<file path="config.mk">
export PLATFORM = sky130hd
export DESIGN_NAME = ysyx_23060203_ifu_fetch
export DESIGN_NICKNAME = d
export VERILOG_FILES = /design/src/rtl/ysyx_23060203_ifu_fetch.sv
export SDC_FILE = /design/constraint.sdc
export NUM_CORES = 1
export LEC_CHECK = 0
export CORE_ASPECT_RATIO = 0.7
export CORE_MARGIN = 2
export CORE_UTILIZATION = 47
export CTS_CLUSTER_DIAMETER = 200
export DETAILED_ROUTE_END_ITERATION = 6
export PLACE_DENSITY = 0.77
export SETUP_SLACK_MARGIN = 0.4
export SYNTH_ARGS = -nofsm -noshare
export SYNTH_HDL_FRONTEND = slang
export SYNTH_SLANG_ARGS = --single-unit
</file>
<file path="constraint.sdc">
create_clock -name clk -period 2.5 [get_ports clk]
set_input_delay 0.25 -clock clk [delete_from_list [all_inputs] [get_ports clk]]
set_output_delay 0.25 -clock clk [all_outputs]
set_load 0.005 [all_outputs]
</file>
<file path="src/rtl/ysyx_23060203_ifu_fetch.sv">
// Instruction fetch stage: owns the PC, issues one single-beat read per
// instruction to the icache and presents the word to decode via a register slice.
module ysyx_23060203_ifu_fetch #(
   parameter logic [31:0] RESET_PC = 32'h3000_0000,
   parameter int          PC_STEP  = 4
) (
   input  logic        clk,
   input  logic        rstn,
   output logic [31:0] ar_addr,
   output logic        ar_valid,
   input  logic        ar_ready,
   input  logic [63:0] r_data,
   input  logic [1:0]  r_resp,
   input  logic        r_valid,
   output logic        r_ready,
   output logic        inst_valid,
   input  logic        inst_ready,
   output logic [31:0] inst,
   output logic [31:0] inst_pc,
   output logic        inst_fault,
   input  logic        redir_valid,
   input  logic [31:0] redir_pc
);

   typedef enum logic [1:0] {S_REQ, S_RESP, S_OUT} state_t;

   state_t      state, state_nx;
   logic        run;
   logic [31:0] pc, pc_nx;
   logic [31:0] pend_pc, pend_pc_nx;
   logic        flush, flush_nx;
   logic        inst_valid_nx;
   logic [31:0] inst_nx, inst_pc_nx;
   logic        inst_fault_nx;

   // run keeps the request off the bus during the first cycle out of reset
   assign ar_valid = run && (state == S_REQ);
   assign ar_addr  = pc;
   assign r_ready  = (state == S_RESP);

   always_comb begin
      state_nx      = state;
      pc_nx         = pc;
      pend_pc_nx    = pend_pc;
      flush_nx      = flush;
      inst_valid_nx = inst_valid;
      inst_nx       = inst;
      inst_pc_nx    = inst_pc;
      inst_fault_nx = inst_fault;
      case (state)
         S_REQ: begin
            // address must stay put on the bus, so park the target and squash
            if (redir_valid) begin
               pend_pc_nx = redir_pc;
               flush_nx   = 1'b1;
            end
            if (ar_valid && ar_ready) state_nx = S_RESP;
         end
         S_RESP: begin
            if (redir_valid) begin
               pend_pc_nx = redir_pc;
               flush_nx   = 1'b1;
            end
            if (r_valid) begin
               if (flush || redir_valid) begin
                  flush_nx = 1'b0;
                  pc_nx    = redir_valid ? redir_pc : pend_pc;
                  state_nx = S_REQ;
               end else begin
                  inst_nx       = pc[2] ? r_data[63:32] : r_data[31:0];
                  inst_pc_nx    = pc;
                  inst_fault_nx = (r_resp != 2'b00);
                  inst_valid_nx = 1'b1;
                  state_nx      = S_OUT;
               end
            end
         end
         S_OUT: begin
            // a redirect beats a same-cycle handshake: the held word is stale
            if (redir_valid) begin
               inst_valid_nx = 1'b0;
               pc_nx         = redir_pc;
               state_nx      = S_REQ;
            end else if (inst_ready) begin
               inst_valid_nx = 1'b0;
               pc_nx         = pc + 32'(PC_STEP);
               state_nx      = S_REQ;
            end
         end
         default: state_nx = S_REQ;
      endcase
   end

   always_ff @(posedge clk or negedge rstn) begin
      if (!rstn) begin
         state      <= S_REQ;
         run        <= 1'b0;
         pc         <= RESET_PC;
         pend_pc    <= RESET_PC;
         flush      <= 1'b0;
         inst_valid <= 1'b0;
         inst       <= 32'h0;
         inst_pc    <= 32'h0;
         inst_fault <= 1'b0;
      end else begin
         state      <= state_nx;
         run        <= 1'b1;
         pc         <= pc_nx;
         pend_pc    <= pend_pc_nx;
         flush      <= flush_nx;
         inst_valid <= inst_valid_nx;
         inst       <= inst_nx;
         inst_pc    <= inst_pc_nx;
         inst_fault <= inst_fault_nx;
      end
   end

endmodule

</file>
==> out/qor.yml, run 1 <==
cts:
  htreeDepth: 4
  cts.sinks: 134
  cts_buffer_depth: 2
  cts_root_buf: "clkbuf_16"
  cts.clk_slew.worst_paths_ns: 0.06
  clock_latency_ns: 0.42
  cts_buffers: 17
  cts_tree: "yes"
setup_path:
  timing.rr.start: "ar_addr[3]$_DFFE_PN0P_"
  crit_family: "simple AND/OR/NAND/NOR gates"
  cpPeakStageDelay_ns: 0.48
  path_buf_inv: 0
  path_max_fanout: 6
  worstPathArrival_ns: 2.48
  cp.required_ns: 2.86
  start_kind: "flip-flop"
  cp_slowest_cell: "dfrtp_1"
  crit_type: "reg2reg"
  r2r_end: "ar_addr[28]$_DFFE_PN1P_"
  rrSetupSlack_ns: 0.38
  critPathLaunch: "ar_addr[3]$_DFFE_PN0P_"
  ff2ff_path_depth: 6
  cp-end-kind: "flip-flop"
  cp_cell_sequence: "ha_1 -> nand3_2 -> nor3_4 -> nand4_1 -> o41ai_2 -> a22o_1"
power_and_ir_drop:
  powerDensity_nw_per_um2: 993.0
  seq_power_share: 0.375
  p_leak_nw: 4.041
  sw_frac_of_total: 0.2894
  clockPowerShare: 0.301
  peakVddDrop_v: 0.0005873
  p_comb_frac: 0.324
  power_switching_mw: 2.741
  intPower_mw: 6.731
synth:
  synth_top_cell_area_share: 0.5028
  avgSynthCellArea_um2: 10.20
  synth_edf_count: 0
  synth_top_cell_by_area: "dfrtp_1"
  synth-seq-area-share: 0.5190
  synth_area_leaders: "dfrtp_1, mux2_2, o21ai_0, mux2i_1, nand2_1"
  ys_async_sr_fraction: 1.000
  syn_area_um2: 6470
  synth_xor_area_frac: 0.001354
  synth_warnings: 0
  synth_mux_area_frac: 0.1592
  synthFlopType: "dfrtp_1"
  yosys.area_share.simple: 0.1352
  synth.distinct_cells: 57
  synth_top_family_by_area: "multiplexers"
  yosys.area_share.adder: 0.001934
  ys_ff_latch: 134
  synth_cells: 634
  ys_top_cells_by_count: "dfrtp_1, nand2_1, o21ai_0"
  synth.most_common_cell: "dfrtp_1"
  synth-compound-area-share: 0.1526
  syn-num-nets: 739
run:
  cap_violations: 0
floorplanning:
  die-area_um2: 14740
  dieHeight_um: 102.2
  row_count: 35
  die_x_um: 144.2
  pin_count: 204
  initial_core_util: 0.4860
  core-area_um2: 13310
final_layout:
  nets: 941
  fin_util: 0.7165
  drive_above_1_share: 0.1661
  fill_cells: 968
  syn_to_final_growth_pct: 47.44
  diodes: 0
detailed_routing:
  first_pass_iters: 5
  route.vias.total: 5848
  routed_wl_um: 19500
  post_drt_wl_per_cell_um: 18.86
  ant_nets: 0
  remaining_drc_errors: 0
  drt-vias-per-instance: 5.656
  drtIter0Drc: 415
sta:
  hold_viol_final: 0
  finalSetupViolations: 0
  fin_crit_ns: 2.122
  tns_ns: 0
  whs_ns: 0.3107
  fmaxAchievable_mhz: 471.4
  worst_pin_slew_ns: 0.5054
  finalCritPeriodShare: 0.8486
  finalClockSkew_ns: 0.01168
  slew_violations: 0
  max-slew-margin-rel: 0.6631
  rsz0062_at_grt: "yes"
grt:
  grt_antenna_before_repair: 0
  grt_pass1_vias: 5830
  grt_usage: 0.2705
  grt_pass1_wl_um: 30610
  grt_overflow: 0
  grt_max_degree: 63
place:
  gp_congestion: 0.9005
  portBuffers: 203
  dp_hpwl_um: 13460
worst_hold_path:
  hp-class: "in2async"
status:
  status: "completed"
==> metal layers <==
layer  share of wire  track usage  vias up
met2            0.47       0.4264      273
met5               0            0        -
li1                -            -     2693
met3           0.079      0.05717       31
met4           0.017      0.09485        0
met1            0.44       0.3764     2851
==> how the worst max path moves through the flow <==
| stage | cells after the start | end | slack (ns) |
|---|---|---|---|
| 3_5_place_dp | 7 | ar_addr[23]$_DFFE_PN0P_ | 0.28 |
| 4_1_cts | 6 | ar_addr[28]$_DFFE_PN1P_ | 0.30 |
| 3_3_place_gp | 7 | ar_addr[23]$_DFFE_PN0P_ | 0.35 |
| 2_1_floorplan | 6 | ar_addr[15]$_DFFE_PN0P_ | 0.71 |
| 6_report | 6 | ar_addr[28]$_DFFE_PN1P_ | 0.38 |
| 5_1_grt | 5 | ar_addr[28]$_DFFE_PN1P_ | 0.33 |
==> power by group through the flow <==
stage               Sequential [mW]  Combinational (mW)  Clock, mW
global placement               3.51                2.98          0
detailed placement             3.56                3.05          0
CTS                            3.53                3.08       2.88
floorplan                      3.48                1.10          0
global route                   3.67                3.33       2.98
finish                         3.55                3.07       2.85
==> logic make-up (layout without fill, tap and decap cells) <==
kind of cell / count (synthesis) / after routing
AND/OR/NAND/NOR: 187 / 187
AO/OA/AOI/OAI: 168 / 168
flip-flops: 134 / 134
XOR/XNOR: 1 / 1
adder cells (fa/ha/maj): 1 / 1
buffers and inverters: 47 / 262
other: 1 / 1
multiplexers: 95 / 95
==> state kept, by name, summed over array words and instances (netlist names), 2 cells and up <==
signal,flops
pend_pc,32
inst,32
ar_addr,32
state,2
inst_pc,32
==> stage by stage <==
step | area (um^2) | setup WS, ns | power, mW | cells
floorplan | 6470 | 0.7061 | 4.571 | 634
global placement | 8803 | 0.3540 | 6.487 | 1001
detailed placement | 8803 | 0.2788 | 6.606 | 1001
CTS | 9500 | 0.2982 | 9.499 | 1034
global route | 9539 | 0.3318 | 9.973 | 1034
finish | 9539 | 0.3785 | 9.472 | 1034
==> cells in the final DEF, fill, tap and decap left out, drive strengths merged, types with 3 or more instances in the layout <==
cell / synthesis / layout
buf: 22 / 24
nand4: 7 / 7
nand3: 18 / 18
o2bb2ai: 5 / 5
clkbuf: 22 / 20
dfrtp: 130 / 130
mux2: 63 / 63
a211oi: 6 / 6
a41oi: 3 / 3
mux2i: 32 / 32
and2: 5 / 5
clkinv: 1 / 3
nor4: 5 / 5
dfstp: 4 / 4
o22ai: 4 / 4
nand2: 84 / 84
o21ai: 84 / 84
clkinvlp: 0 / 3
inv: 2 / 3
o211ai: 3 / 3
nor3: 7 / 7
bufinv: 0 / 6
a31oi: 4 / 4
and3: 9 / 9
or3: 4 / 4
clkdlybuf4s50: 0 / 202
nor2: 37 / 37
a21oi: 37 / 37
==> final cells by class <==
class | instances | area, um^2 | area share
clock buffer | 20 | 446.7 | 0.04683
clock inverter | 12 | 225.2 | 0.02361
inverter | 3 | 11.26 | 0.001180
multi-input combinational | 453 | 2979 | 0.3123
sequential | 134 | 3359 | 0.3522
tap | 185 | 231.5 | 0.02427
timing repair buffer | 227 | 2286 | 0.2396
==> timing repair <==
item | in CTS | in global routing
setup endpoints to repair | 6 | 22
buffers inserted | 0 | 0
hold buffers | 1 | 0
hold endpoints to repair | 38 | 0
resized for setup | 4 | 9
pin swaps | 0 | 0
Note: power is estimated with default switching activity, not from simulation.
==> run 2: changes to the inputs <==
- CORE_UTILIZATION: 47 -> 42
- PLACE_DENSITY: 0.77 -> 0.72
- clock period: 2.5 -> 1.85 ns (I/O delays scaled with it)
==> out/qor.yml, run 2 (synthesized netlist as in run 1, its figures left out) <==
sta:
  finalSetupViolations: 0
  fmaxAchievable_mhz: 544.9
  fin_crit_ns: 1.835
  setup_ws_ns: 0.01482
  hold_viol_final: 0
  whs_ns: 0.2358
  slew_violations: 0
  rsz0062_at_grt: "yes"
  finalCritPeriodShare: 0.9920
  finalClockSkew_ns: 0.009453
final_layout:
  layout_common_cells: "dfrtp_1, clkdlybuf4s50_1, dlygate4sd2_1, buf_4, nand2_1"
  diodes: 0
  final_cell_count_no_fill: 1189
  nets: 1087
  mostFrequentLayoutCell: "dfrtp_1"
  syn_to_final_growth_pct: 79.66
  drive_above_1_share: 0.3602
cts:
  clock_latency_ns: 0.44
  cts_buffers: 17
  cts_buffer_depth: 2
  htreeDepth: 4
  cts.clk_slew.worst_paths_ns: 0.06
  cts_root_buf: "clkbuf_16"
  cts_tree: "yes"
  cts.sinks: 134
setup_path:
  cp.required_ns: 2.16
  cp_slowest_cell: "or4_4"
  crit_family: "simple AND/OR/NAND/NOR gates"
  crit_type: "reg2reg"
  path_max_fanout: 4
  cp_cell_sequence: "nand2_1 -> or4_4 -> or3_4 -> o211ai_2 -> a21oi_1"
  worstPathArrival_ns: 2.14
  cp-end-kind: "flip-flop"
  start_kind: "flip-flop"
  path_buf_inv: 0
  cpPeakStageDelay_ns: 0.59
place:
  portBuffers: 203
  gp_congestion: 0.9037
  dp_slack_ns: -0.1381
  dp_hpwl_um: 14200
  dp.cells: 1042
status:
  status: "completed"
power_and_ir_drop:
  powerDensity_nw_per_um2: 1178
  p_leak_nw: 5.513
  peakVddDrop_v: 0.0008131
grt:
  grt_pass1_wl_um: 35510
  grt_pass1_vias: 6620
  grt_overflow: 0
  grt_antenna_before_repair: 0
  grt_usage: 0.2787
  grt_max_degree: 48
worst_hold_path:
  hp-class: "in2async"
floorplanning:
  die_x_um: 152.3
  row_count: 37
  core-area_um2: 14860
  initial_core_util: 0.4354
  dieHeight_um: 107.8
  die-area_um2: 16430
  pin_count: 204
detailed_routing:
  route.vias.total: 7145
  drtIter0Drc: 823
  first_pass_iters: 6
  drt-vias-per-instance: 6.009
  routed_wl_um: 28470
  remaining_drc_errors: 0
  ant_nets: 0
  post_drt_wl_per_cell_um: 23.94
run:
  cap_violations: 0
[run 2: metrics by stage]
stage                       util  setup TNS (ns)  power [mW]  instance area, um^2
after floorplan                -               0       6.253                 6585
after global placement    0.6140        -0.02666       9.024                 9124
after detailed placement  0.6140         -0.2438       9.180                 9124
after CTS                 0.7108               0       12.81                10560
after global routing      0.7822        -0.01557       14.25                11620
final                     0.7822               0       13.70                11620
[run 2: what timing repair did]
item	4_1_cts	5_1_grt
gates cloned	8	11
hold buffers	1	0
endpoints found under the setup margin	181	140
endpoints found under the hold margin	40	0
gates resized for setup	198	172
buffers inserted	55	41
pin swaps	16	40
[run 2: where the power goes]
group / internal [mW] / switching [mW]
Sequential: 3.95 / 0.677
Combinational: 3.04 / 2.44
Clock: 2.29 / 1.31
Total: 9.27 / 4.43
[run 2: worst reg2reg max path, stage by stage (launching register included)]
cell and delay [ns]:
dfrtp_1 0.43, nand2_1 0.15, or4_4 0.59, or3_4 0.35, o211ai_2 0.09, a21oi_1 0.10
[run 2: final timing paths]
check                                                to  cells past startpoint                    from  slack, ns
max in group asynchronous       pend_pc[29]$_DFFE_PN1P_                      3                    rstn       0.95
worst min register to register      inst[9]$_DFFE_PN0P_                      2     inst[9]$_DFFE_PN0P_       0.47
worst max register to register  ar_addr[15]$_DFFE_PN0P_                      5  ar_addr[7]$_DFFE_PN0P_       0.01
worst max-delay path            ar_addr[15]$_DFFE_PN0P_                      5  ar_addr[7]$_DFFE_PN0P_       0.01
worst min-delay path            inst_pc[27]$_DFFE_PN0P_                      2                    rstn       0.24
min in group clk                 inst_fault$_DFFE_PN0P_                      3               r_resp[1]       0.36
[run 2: layout make-up]
type	count	area [um^2]
Timing Repair Buffer	373	3910
Multi-Input combinational cell	453	3468
Sequential cell	134	3371
Fill cell	840	3237
Clock buffer	24	501.7
Tap cell	195	244.0
Clock inverter	7	117.6
Inverter	3	11.26
[run 2: per-layer routing]
layer	vias up	GRT usage	wire, um
li1	2995	-	-
met1	3496	0.3773	11390
met2	524	0.4369	13030
met3	130	0.06361	2836
met4	0	0.1121	1215
met5	-	0	0
